### src/rtl/axi_slave_write_ctrl_if.sv
// AXI write channels (AW/W/B) plus the backend write-beat port of axi_slave_write_ctrl.
// The slave modport is the controller's view; master is the view of whoever drives it.
interface axi_slave_write_ctrl_if #(
    parameter int ID_W   = 12,
    parameter int ADDR_W = 32,
    parameter int DATA_W = 32
);
    logic [ID_W-1:0]     s_axi_awid;
    logic [ADDR_W-1:0]   s_axi_awaddr;
    logic [7:0]          s_axi_awlen;
    logic [2:0]          s_axi_awsize;
    logic [1:0]          s_axi_awburst;
    logic                s_axi_awvalid;
    logic                s_axi_awready;

    logic [DATA_W-1:0]   s_axi_wdata;
    logic [DATA_W/8-1:0] s_axi_wstrb;
    logic                s_axi_wlast;
    logic                s_axi_wvalid;
    logic                s_axi_wready;

    logic [ID_W-1:0]     s_axi_bid;
    logic [1:0]          s_axi_bresp;
    logic                s_axi_bvalid;
    logic                s_axi_bready;

    logic                wr_valid;
    logic                wr_ready;
    logic [ADDR_W-1:0]   wr_addr;
    logic [DATA_W-1:0]   wr_data;
    logic [DATA_W/8-1:0] wr_strb;
    logic                wr_last;

    modport slave (
        input  s_axi_awid, s_axi_awaddr, s_axi_awlen, s_axi_awsize, s_axi_awburst, s_axi_awvalid,
        output s_axi_awready,
        input  s_axi_wdata, s_axi_wstrb, s_axi_wlast, s_axi_wvalid,
        output s_axi_wready,
        output s_axi_bid, s_axi_bresp, s_axi_bvalid,
        input  s_axi_bready,
        output wr_valid, wr_addr, wr_data, wr_strb, wr_last,
        input  wr_ready
    );

    modport master (
        output s_axi_awid, s_axi_awaddr, s_axi_awlen, s_axi_awsize, s_axi_awburst, s_axi_awvalid,
        input  s_axi_awready,
        output s_axi_wdata, s_axi_wstrb, s_axi_wlast, s_axi_wvalid,
        input  s_axi_wready,
        input  s_axi_bid, s_axi_bresp, s_axi_bvalid,
        output s_axi_bready,
        input  wr_valid, wr_addr, wr_data, wr_strb, wr_last,
        output wr_ready
    );
endinterface

### src/rtl/axi_slave_write_ctrl.sv
// AXI write-slave front end: queues AW requests, steers W beats to a valid/ready
// backend with generated addresses, and returns B responses in AW order.
module axi_slave_write_ctrl #(
    parameter int ID_W   = 12,
    parameter int ADDR_W = 32,
    parameter int DATA_W = 32,
    parameter int DEPTH  = 4
) (
    input  logic                  clk,
    input  logic                  s_axi_aresetn,
    axi_slave_write_ctrl_if.slave bus
);
    localparam int PTR_W    = $clog2(DEPTH);
    localparam int MAX_SIZE = $clog2(DATA_W / 8);
    localparam logic [PTR_W:0] FULL_CNT   = (PTR_W + 1)'(DEPTH);
    localparam logic [1:0] BURST_FIXED    = 2'b00;
    localparam logic [1:0] BURST_WRAP     = 2'b10;
    localparam logic [1:0] RESP_OKAY      = 2'b00;
    localparam logic [1:0] RESP_SLVERR    = 2'b10;

    typedef struct packed {
        logic [ID_W-1:0]   id;
        logic [ADDR_W-1:0] addr;
        logic [7:0]        len;
        logic [2:0]        size;
        logic [1:0]        burst;
    } aw_entry_t;

    typedef struct packed {
        logic [ID_W-1:0] id;
        logic [1:0]      resp;
    } b_entry_t;

    typedef enum logic {W_IDLE, W_ACTIVE} w_state_t;

    w_state_t          r_state, w_state_nxt;

    aw_entry_t         r_aw_mem [DEPTH];
    logic [PTR_W-1:0]  r_aw_wr_ptr, r_aw_rd_ptr;
    logic [PTR_W:0]    r_aw_count;
    b_entry_t          r_b_mem [DEPTH];
    logic [PTR_W-1:0]  r_b_wr_ptr, r_b_rd_ptr;
    logic [PTR_W:0]    r_b_count;

    logic [ID_W-1:0]   r_id;
    logic [ADDR_W-1:0] r_addr;
    logic [7:0]        r_len;
    logic [2:0]        r_size;
    logic [1:0]        r_burst;
    logic [7:0]        r_beat;
    logic              r_err;

    aw_entry_t         w_aw_in, w_aw_head;
    b_entry_t          w_b_in, w_b_head;
    logic              w_aw_full, w_aw_empty, w_aw_push, w_aw_pop, w_awready;
    logic              w_b_full, w_b_valid, w_b_push, w_b_pop;
    logic              w_final, w_beat, w_wlast_err, w_load_err;
    logic              w_wr_valid, w_wready;
    logic [ADDR_W-1:0] w_step, w_wrap_mask, w_addr_nxt;

    // ---------------- AW queue ----------------
    assign w_aw_in    = '{id: bus.s_axi_awid, addr: bus.s_axi_awaddr, len: bus.s_axi_awlen,
                          size: bus.s_axi_awsize, burst: bus.s_axi_awburst};
    assign w_aw_head  = r_aw_mem[r_aw_rd_ptr];
    assign w_aw_full  = (r_aw_count == FULL_CNT);
    assign w_aw_empty = (r_aw_count == '0);
    // Readiness depends on occupancy alone, so a pop never reopens a full queue early.
    assign w_awready  = s_axi_aresetn && !w_aw_full;
    assign w_aw_push  = bus.s_axi_awvalid && w_awready;
    assign w_aw_pop   = (r_state == W_IDLE) && !w_aw_empty;

    // NOTE: queue storage is not reset; pointers and counts alone decide which slots are live.
    always_ff @(posedge clk) begin
        if (w_aw_push) r_aw_mem[r_aw_wr_ptr] <= w_aw_in;
        if (w_b_push)  r_b_mem[r_b_wr_ptr]   <= w_b_in;
    end

    // NOTE: sequential state uses non-blocking assignments so every register samples pre-edge values.
    always_ff @(posedge clk or negedge s_axi_aresetn) begin
        if (!s_axi_aresetn) begin
            r_aw_wr_ptr <= '0;
            r_aw_rd_ptr <= '0;
            r_aw_count  <= '0;
        end else begin
            if (w_aw_push) r_aw_wr_ptr <= r_aw_wr_ptr + 1'b1;
            if (w_aw_pop)  r_aw_rd_ptr <= r_aw_rd_ptr + 1'b1;
            case ({w_aw_push, w_aw_pop})
                2'b10:   r_aw_count <= r_aw_count + 1'b1;
                2'b01:   r_aw_count <= r_aw_count - 1'b1;
                default: r_aw_count <= r_aw_count;
            endcase
        end
    end

    // ---------------- W burst FSM ----------------
    assign w_final     = (r_beat == r_len);
    assign w_beat      = bus.s_axi_wvalid && w_wready;
    assign w_wlast_err = (bus.s_axi_wlast != w_final);
    assign w_load_err  = (w_aw_head.size > 3'(MAX_SIZE)) || (w_aw_head.burst == 2'b11) ||
                         ((w_aw_head.burst == BURST_WRAP) &&
                          !(w_aw_head.len inside {8'd1, 8'd3, 8'd7, 8'd15}));

    always_ff @(posedge clk or negedge s_axi_aresetn) begin
        if (!s_axi_aresetn) r_state <= W_IDLE;
        else                r_state <= w_state_nxt;
    end

    // NOTE: every output of this block gets a default first, so no path can infer a latch.
    always_comb begin
        w_state_nxt = r_state;
        w_wr_valid  = 1'b0;
        w_wready    = 1'b0;
        case (r_state)
            W_IDLE: begin
                if (!w_aw_empty) w_state_nxt = W_ACTIVE;
            end
            W_ACTIVE: begin
                w_wr_valid = bus.s_axi_wvalid;
                w_wready   = bus.wr_ready && !(w_final && w_b_full);
                if (w_beat && w_final) w_state_nxt = W_IDLE;
            end
            default: w_state_nxt = W_IDLE;
        endcase
    end

    always_comb begin
        w_step      = ADDR_W'(1) << r_size;
        w_wrap_mask = (ADDR_W'(r_len) + ADDR_W'(1)) * w_step - ADDR_W'(1);
        case (r_burst)
            BURST_FIXED: w_addr_nxt = r_addr;
            BURST_WRAP:  w_addr_nxt = (r_addr & ~w_wrap_mask) | ((r_addr + w_step) & w_wrap_mask);
            default:     w_addr_nxt = r_addr + w_step;
        endcase
    end

    always_ff @(posedge clk or negedge s_axi_aresetn) begin
        if (!s_axi_aresetn) begin
            r_id    <= '0;
            r_addr  <= '0;
            r_len   <= '0;
            r_size  <= '0;
            r_burst <= '0;
            r_beat  <= '0;
            r_err   <= 1'b0;
        end else if (w_aw_pop) begin
            r_id    <= w_aw_head.id;
            r_addr  <= w_aw_head.addr;
            r_len   <= w_aw_head.len;
            r_size  <= w_aw_head.size;
            r_burst <= w_aw_head.burst;
            r_beat  <= '0;
            r_err   <= w_load_err;
        end else if (w_beat && !w_final) begin
            r_beat  <= r_beat + 1'b1;
            r_addr  <= w_addr_nxt;
            r_err   <= r_err || w_wlast_err;
        end
    end

    // ---------------- B queue ----------------
    assign w_b_in    = '{id: r_id, resp: (r_err || w_wlast_err) ? RESP_SLVERR : RESP_OKAY};
    assign w_b_head  = r_b_mem[r_b_rd_ptr];
    assign w_b_full  = (r_b_count == FULL_CNT);
    assign w_b_valid = (r_b_count != '0);
    assign w_b_push  = w_beat && w_final;
    assign w_b_pop   = w_b_valid && bus.s_axi_bready;

    always_ff @(posedge clk or negedge s_axi_aresetn) begin
        if (!s_axi_aresetn) begin
            r_b_wr_ptr <= '0;
            r_b_rd_ptr <= '0;
            r_b_count  <= '0;
        end else begin
            if (w_b_push) r_b_wr_ptr <= r_b_wr_ptr + 1'b1;
            if (w_b_pop)  r_b_rd_ptr <= r_b_rd_ptr + 1'b1;
            case ({w_b_push, w_b_pop})
                2'b10:   r_b_count <= r_b_count + 1'b1;
                2'b01:   r_b_count <= r_b_count - 1'b1;
                default: r_b_count <= r_b_count;
            endcase
        end
    end

    // ---------------- outputs ----------------
    assign bus.s_axi_awready = w_awready;
    assign bus.s_axi_wready  = w_wready;
    assign bus.s_axi_bvalid  = w_b_valid;
    assign bus.s_axi_bid     = w_b_valid ? w_b_head.id   : '0;
    assign bus.s_axi_bresp   = w_b_valid ? w_b_head.resp : '0;
    assign bus.wr_valid      = w_wr_valid;
    assign bus.wr_addr       = r_addr;
    assign bus.wr_data       = bus.s_axi_wdata;
    assign bus.wr_strb       = bus.s_axi_wstrb;
    assign bus.wr_last       = (r_state == W_ACTIVE) && w_final;
endmodule

### src/flat_wrapper.sv
// flat-port wrapper written by rule: the top's interface ports become plain ports
module axi_slave_write_ctrl_flat 
#(
    parameter int ID_W   = 12,
    parameter int ADDR_W = 32,
    parameter int DATA_W = 32,
    parameter int DEPTH  = 4
)
  (clk, s_axi_aresetn, bus_s_axi_awid, bus_s_axi_awaddr, bus_s_axi_awlen, bus_s_axi_awsize, bus_s_axi_awburst, bus_s_axi_awvalid, bus_s_axi_awready, bus_s_axi_wdata, bus_s_axi_wstrb, bus_s_axi_wlast, bus_s_axi_wvalid, bus_s_axi_wready, bus_s_axi_bid, bus_s_axi_bresp, bus_s_axi_bvalid, bus_s_axi_bready, bus_wr_valid, bus_wr_addr, bus_wr_data, bus_wr_strb, bus_wr_last, bus_wr_ready);
  axi_slave_write_ctrl_if #(.ID_W(ID_W), .ADDR_W(ADDR_W), .DATA_W(DATA_W)) bus_i ();
  input  logic clk;
  input  logic s_axi_aresetn;
  input wire logic [$bits(bus_i.s_axi_awid)-1:0] bus_s_axi_awid;
  input wire logic [$bits(bus_i.s_axi_awaddr)-1:0] bus_s_axi_awaddr;
  input wire logic [$bits(bus_i.s_axi_awlen)-1:0] bus_s_axi_awlen;
  input wire logic [$bits(bus_i.s_axi_awsize)-1:0] bus_s_axi_awsize;
  input wire logic [$bits(bus_i.s_axi_awburst)-1:0] bus_s_axi_awburst;
  input wire logic [$bits(bus_i.s_axi_awvalid)-1:0] bus_s_axi_awvalid;
  output wire logic [$bits(bus_i.s_axi_awready)-1:0] bus_s_axi_awready;
  input wire logic [$bits(bus_i.s_axi_wdata)-1:0] bus_s_axi_wdata;
  input wire logic [$bits(bus_i.s_axi_wstrb)-1:0] bus_s_axi_wstrb;
  input wire logic [$bits(bus_i.s_axi_wlast)-1:0] bus_s_axi_wlast;
  input wire logic [$bits(bus_i.s_axi_wvalid)-1:0] bus_s_axi_wvalid;
  output wire logic [$bits(bus_i.s_axi_wready)-1:0] bus_s_axi_wready;
  output wire logic [$bits(bus_i.s_axi_bid)-1:0] bus_s_axi_bid;
  output wire logic [$bits(bus_i.s_axi_bresp)-1:0] bus_s_axi_bresp;
  output wire logic [$bits(bus_i.s_axi_bvalid)-1:0] bus_s_axi_bvalid;
  input wire logic [$bits(bus_i.s_axi_bready)-1:0] bus_s_axi_bready;
  output wire logic [$bits(bus_i.wr_valid)-1:0] bus_wr_valid;
  output wire logic [$bits(bus_i.wr_addr)-1:0] bus_wr_addr;
  output wire logic [$bits(bus_i.wr_data)-1:0] bus_wr_data;
  output wire logic [$bits(bus_i.wr_strb)-1:0] bus_wr_strb;
  output wire logic [$bits(bus_i.wr_last)-1:0] bus_wr_last;
  input wire logic [$bits(bus_i.wr_ready)-1:0] bus_wr_ready;
  assign bus_i.s_axi_awid = bus_s_axi_awid;
  assign bus_i.s_axi_awaddr = bus_s_axi_awaddr;
  assign bus_i.s_axi_awlen = bus_s_axi_awlen;
  assign bus_i.s_axi_awsize = bus_s_axi_awsize;
  assign bus_i.s_axi_awburst = bus_s_axi_awburst;
  assign bus_i.s_axi_awvalid = bus_s_axi_awvalid;
  assign bus_s_axi_awready = bus_i.s_axi_awready;
  assign bus_i.s_axi_wdata = bus_s_axi_wdata;
  assign bus_i.s_axi_wstrb = bus_s_axi_wstrb;
  assign bus_i.s_axi_wlast = bus_s_axi_wlast;
  assign bus_i.s_axi_wvalid = bus_s_axi_wvalid;
  assign bus_s_axi_wready = bus_i.s_axi_wready;
  assign bus_s_axi_bid = bus_i.s_axi_bid;
  assign bus_s_axi_bresp = bus_i.s_axi_bresp;
  assign bus_s_axi_bvalid = bus_i.s_axi_bvalid;
  assign bus_i.s_axi_bready = bus_s_axi_bready;
  assign bus_wr_valid = bus_i.wr_valid;
  assign bus_wr_addr = bus_i.wr_addr;
  assign bus_wr_data = bus_i.wr_data;
  assign bus_wr_strb = bus_i.wr_strb;
  assign bus_wr_last = bus_i.wr_last;
  assign bus_i.wr_ready = bus_wr_ready;
  axi_slave_write_ctrl #(.ID_W(ID_W), .ADDR_W(ADDR_W), .DATA_W(DATA_W), .DEPTH(DEPTH)) u_core (.clk(clk), .s_axi_aresetn(s_axi_aresetn), .bus(bus_i));
endmodule
### config.mk
export PLATFORM = sky130hd
export DESIGN_NAME = axi_slave_write_ctrl_flat
export DESIGN_NICKNAME = d
export VERILOG_FILES = /design/src/rtl/axi_slave_write_ctrl_if.sv /design/src/rtl/axi_slave_write_ctrl.sv /design/src/flat_wrapper.sv
export SDC_FILE = /design/constraint.sdc
export NUM_CORES = 1
export LEC_CHECK = 0
export BUFFER_PORTS_ARGS = -buffer_cell sky130_fd_sc_hd__buf_2
export CORE_MARGIN = 2
export CORE_UTILIZATION = 48
export CTS_CLUSTER_SIZE = 14
export DETAILED_ROUTE_END_ITERATION = 16
export GPL_ROUTABILITY_DRIVEN = 0
export GPL_TIMING_DRIVEN = 0
export PLACE_DENSITY_LB_ADDON = 0.25
export SETUP_SLACK_MARGIN = 0.3
export SLEW_MARGIN = 20
export SYNTH_ARGS = -nofsm -noshare
export SYNTH_HDL_FRONTEND = slang
export SYNTH_SLANG_ARGS = --single-unit
### constraint.sdc
create_clock -name clk -period 8.9 [get_ports clk]
set_clock_uncertainty 0.2 [all_clocks]
set_input_delay 0 -clock clk [delete_from_list [all_inputs] [get_ports clk]]
set_output_delay 0 -clock clk [all_outputs]
set_load 0.02 [all_outputs]
==> reports/qor.yml <==
run_status:
  status: "completed"
global_route:
  antenna_found_initial: 1
  grt_pass1_vias: 12600
  grt_use_total_pct: 22.1
  grt_pass1_wl_um: 70300
  grt-ovfl-total: 0
  grt_max_degree: 51
detailed_routing:
  first_iter_violations: 1066
  vias_per_cell: 5.51
  drcViolationCount: 0
  antenna_left: 0
  firstDrtPassIters: 5
  routed_wl_um: 44000
  vias: 12300
  wire_per_inst_um: 19.8
clock_network:
  cts_root_buffer: "clkbuf_16"
  cts_tree: "built"
  htreeDepth: 2
  cts_inserted_buffers: 38
  cts_sinks: 361
  clockBufferDepth: 3
  clk_latency_ps: 530
  clk_pin_slew_worst_paths_ps: 60
  postCtsSetupBuffers: 0
synthesis:
  syn_inst: 1423
  synth_compound_area_share_pct: 7.12
  synth_area_leader_cell: "edfxtp_1"
  synth_edf_count: 280
  synth_top_area_share_pct: 44.5
  ys_seq_elements: 361
  synth_area_um2: 18900
  yosys.area_share.simple_pct: 10.9
  synth.distinct_cells: 92
  syn_area_per_cell_um2: 13.3
  synth_area_leaders: "edfxtp_1, dfrtp_1, mux4_2"
  ys_async_sr_fraction_pct: 22.4
  yosysWarnings: 0
  yosysSeqAreaShare_pct: 55.2
  synthesis.nets: 1655
  synthFlopType: "edfxtp_1"
  synthMuxAreaShare_pct: 8.88
  synth_top_family_by_area: "simple AND/OR/NAND/NOR gates"
  synthAdderAreaFrac_pct: 10.7
  synthXorXnorAreaFrac_pct: 2.50
timing:
  period_minus_slack_ps: 6810
  finalCritPeriodShare_pct: 76.5
  drv_slew: 0
  final_hold_viol_count: 0
  relSlewSlack_pct: 47.6
  worst_pin_slew_ps: 781
  setup_viol_count_final: 0
  rsz0062_at_grt: "no"
  setup_tns_ps: 0
  fmax_mhz: 147
layout:
  multi_input_area_um2: 7610
  drive_gt1_share_pct: 21.7
  area_delta_synth_final_pct: 18.0
  layout_common_cells: "edfxtp_1, nand2_1, buf_2, inv_1, ha_1"
  seq_area_um2: 10400
  final_nets: 1916
  layout_commonest_cell: "edfxtp_1"
  fill_cells: 3153
setup_path:
  cp.required_ps: 9110
  reg2reg_depth: 23
  cp-startpoint: "u_core.r_len[0]"
  cp-end-kind: "register"
  r2r_setup_slack_ps: 2090
  r2r_start: "u_core.r_len[0]"
  crit_path_start_kind: "register"
  worstSetupPathType: "reg2reg"
  crit_arrival_ps: 7010
  cp_max_fo: 10
floorplanning:
  coreArea_um2: 38700
  die_area_um2: 41000
  die_x_um: 202
  io-pin-count: 187
  die_h_um: 202
  rows: 72
  initial_core_util_pct: 48.8
placement:
  hpwl_um: 32200
  portBuffers: 149
worst_hold_path:
  worstHoldPathType: "in2out"
run:
  max_cap_violations: 0
[per-stage QoR]
stage,setup WS (ps),hold slack (ps),std cells,cell area [µm²],util (%)
2_1_floorplan,2790,-496,1423,18900,-
3_3_place_gp,1490,11.4,2090,20300,52.4
3_5_place_dp,2150,-214,2096,20500,52.8
4_1_cts,2150,0.315,2226,22300,57.6
5_1_grt,1660,9.40,2227,22300,57.6
6_report,2090,17.2,2227,22300,57.6
[worst min path at each step]
stage	from	endpoint	slack [ps]	cells past startpoint
4_1_cts	bus_s_axi_awburst[1]	u_core.r_aw_mem[1][1]	0.3	2
3_5_place_dp	s_axi_aresetn	u_core.r_id[6]	-210	1
3_3_place_gp	bus_s_axi_awaddr[9]	u_core.r_aw_mem[3][22]	10	1
2_1_floorplan	s_axi_aresetn	async pin	-500	0
5_1_grt	bus_s_axi_awaddr[21]	u_core.r_aw_mem[0][34]	9	2
6_report	bus_s_axi_wdata[1]	bus_wr_data[1]	20	2
[cells in the mapped netlist, drive strengths merged (7+ instances only)]
cell type    n
ha          83
or2          7
nand3       25
nor2        79
nand4       16
clkbuf      30
o21ai       31
nand2      174
and3        18
o211ai      15
xnor2       39
buf         60
a22oi        9
a21o        16
fa          49
nor2b        7
nand2b      14
mux4        70
or3          8
dfrtp       81
edfxtp     280
and2        28
nor3        18
xor2        15
mux2i        8
a21oi       35
a31oi       12
inv        102
a211oi      10
[routing by layer]
layer | wire length (µm) | vias up | GRT usage (%)
met5 | 0 | - | 0
met4 | 1160 | 0 | 6.78
met3 | 2940 | 82 | 3.77
met2 | 20600 | 438 | 35.0
met1 | 19300 | 6051 | 31.6
li1 | - | 5699 | -
[registers in the layout, indices dropped and copies added (netlist names), 3 cells and up, named ones only]
register	cells
u_core.r_aw_mem	228
u_core.r_len	8
u_core.r_id	12
u_core.r_size	3
u_core.r_aw_count	3
u_core.r_b_mem	52
u_core.r_beat	8
u_core.r_b_count	3
[what timing repair did]
item	4_1_cts	5_1_grt
hold endpoints to repair	391	0
hold buffers	66	0
resized for setup	0	0
[final cells by class]
class,count,area share [%]
diodes,1,0.0112
plain buffers,90,2.26
clock buffers,48,4.57
clock inverters,16,0.634
inverters,102,1.72
multi-input cells,870,34.1
flip-flops and latches,361,46.8
well taps,518,2.91
repair buffers,221,6.98
[cell families (layout without fill, tap and decap cells)]
family	Yosys count	count (layout)
compound gates	181	181
xor+xnor	54	54
fa+ha+maj	132	132
buf+inv	192	477
flops	361	361
mux	80	80
other cells	1	2
simple gates	422	422
[worst max-delay path: stages, from the launching register on]
cell      delay [ps]
dfrtp_1          410
clkbuf_1         360
nand3_1          200
xnor2_1          370
nand2_1          140
fa_1             550
inv_1             60
fa_1             500
inv_1             50
fa_1             470
inv_1             60
fa_1             530
inv_1             60
fa_1             540
inv_1             40
ha_1             260
clkbuf_1         270
nand3_1          110
nor3_1           240
o311ai_1         230
a21o_1           250
a31oi_1          300
a31oi_1          130
or3b_1           350
Power is not shown: default switching activity piles up to over one toggle a cycle in this logic, so the estimate is an artifact.
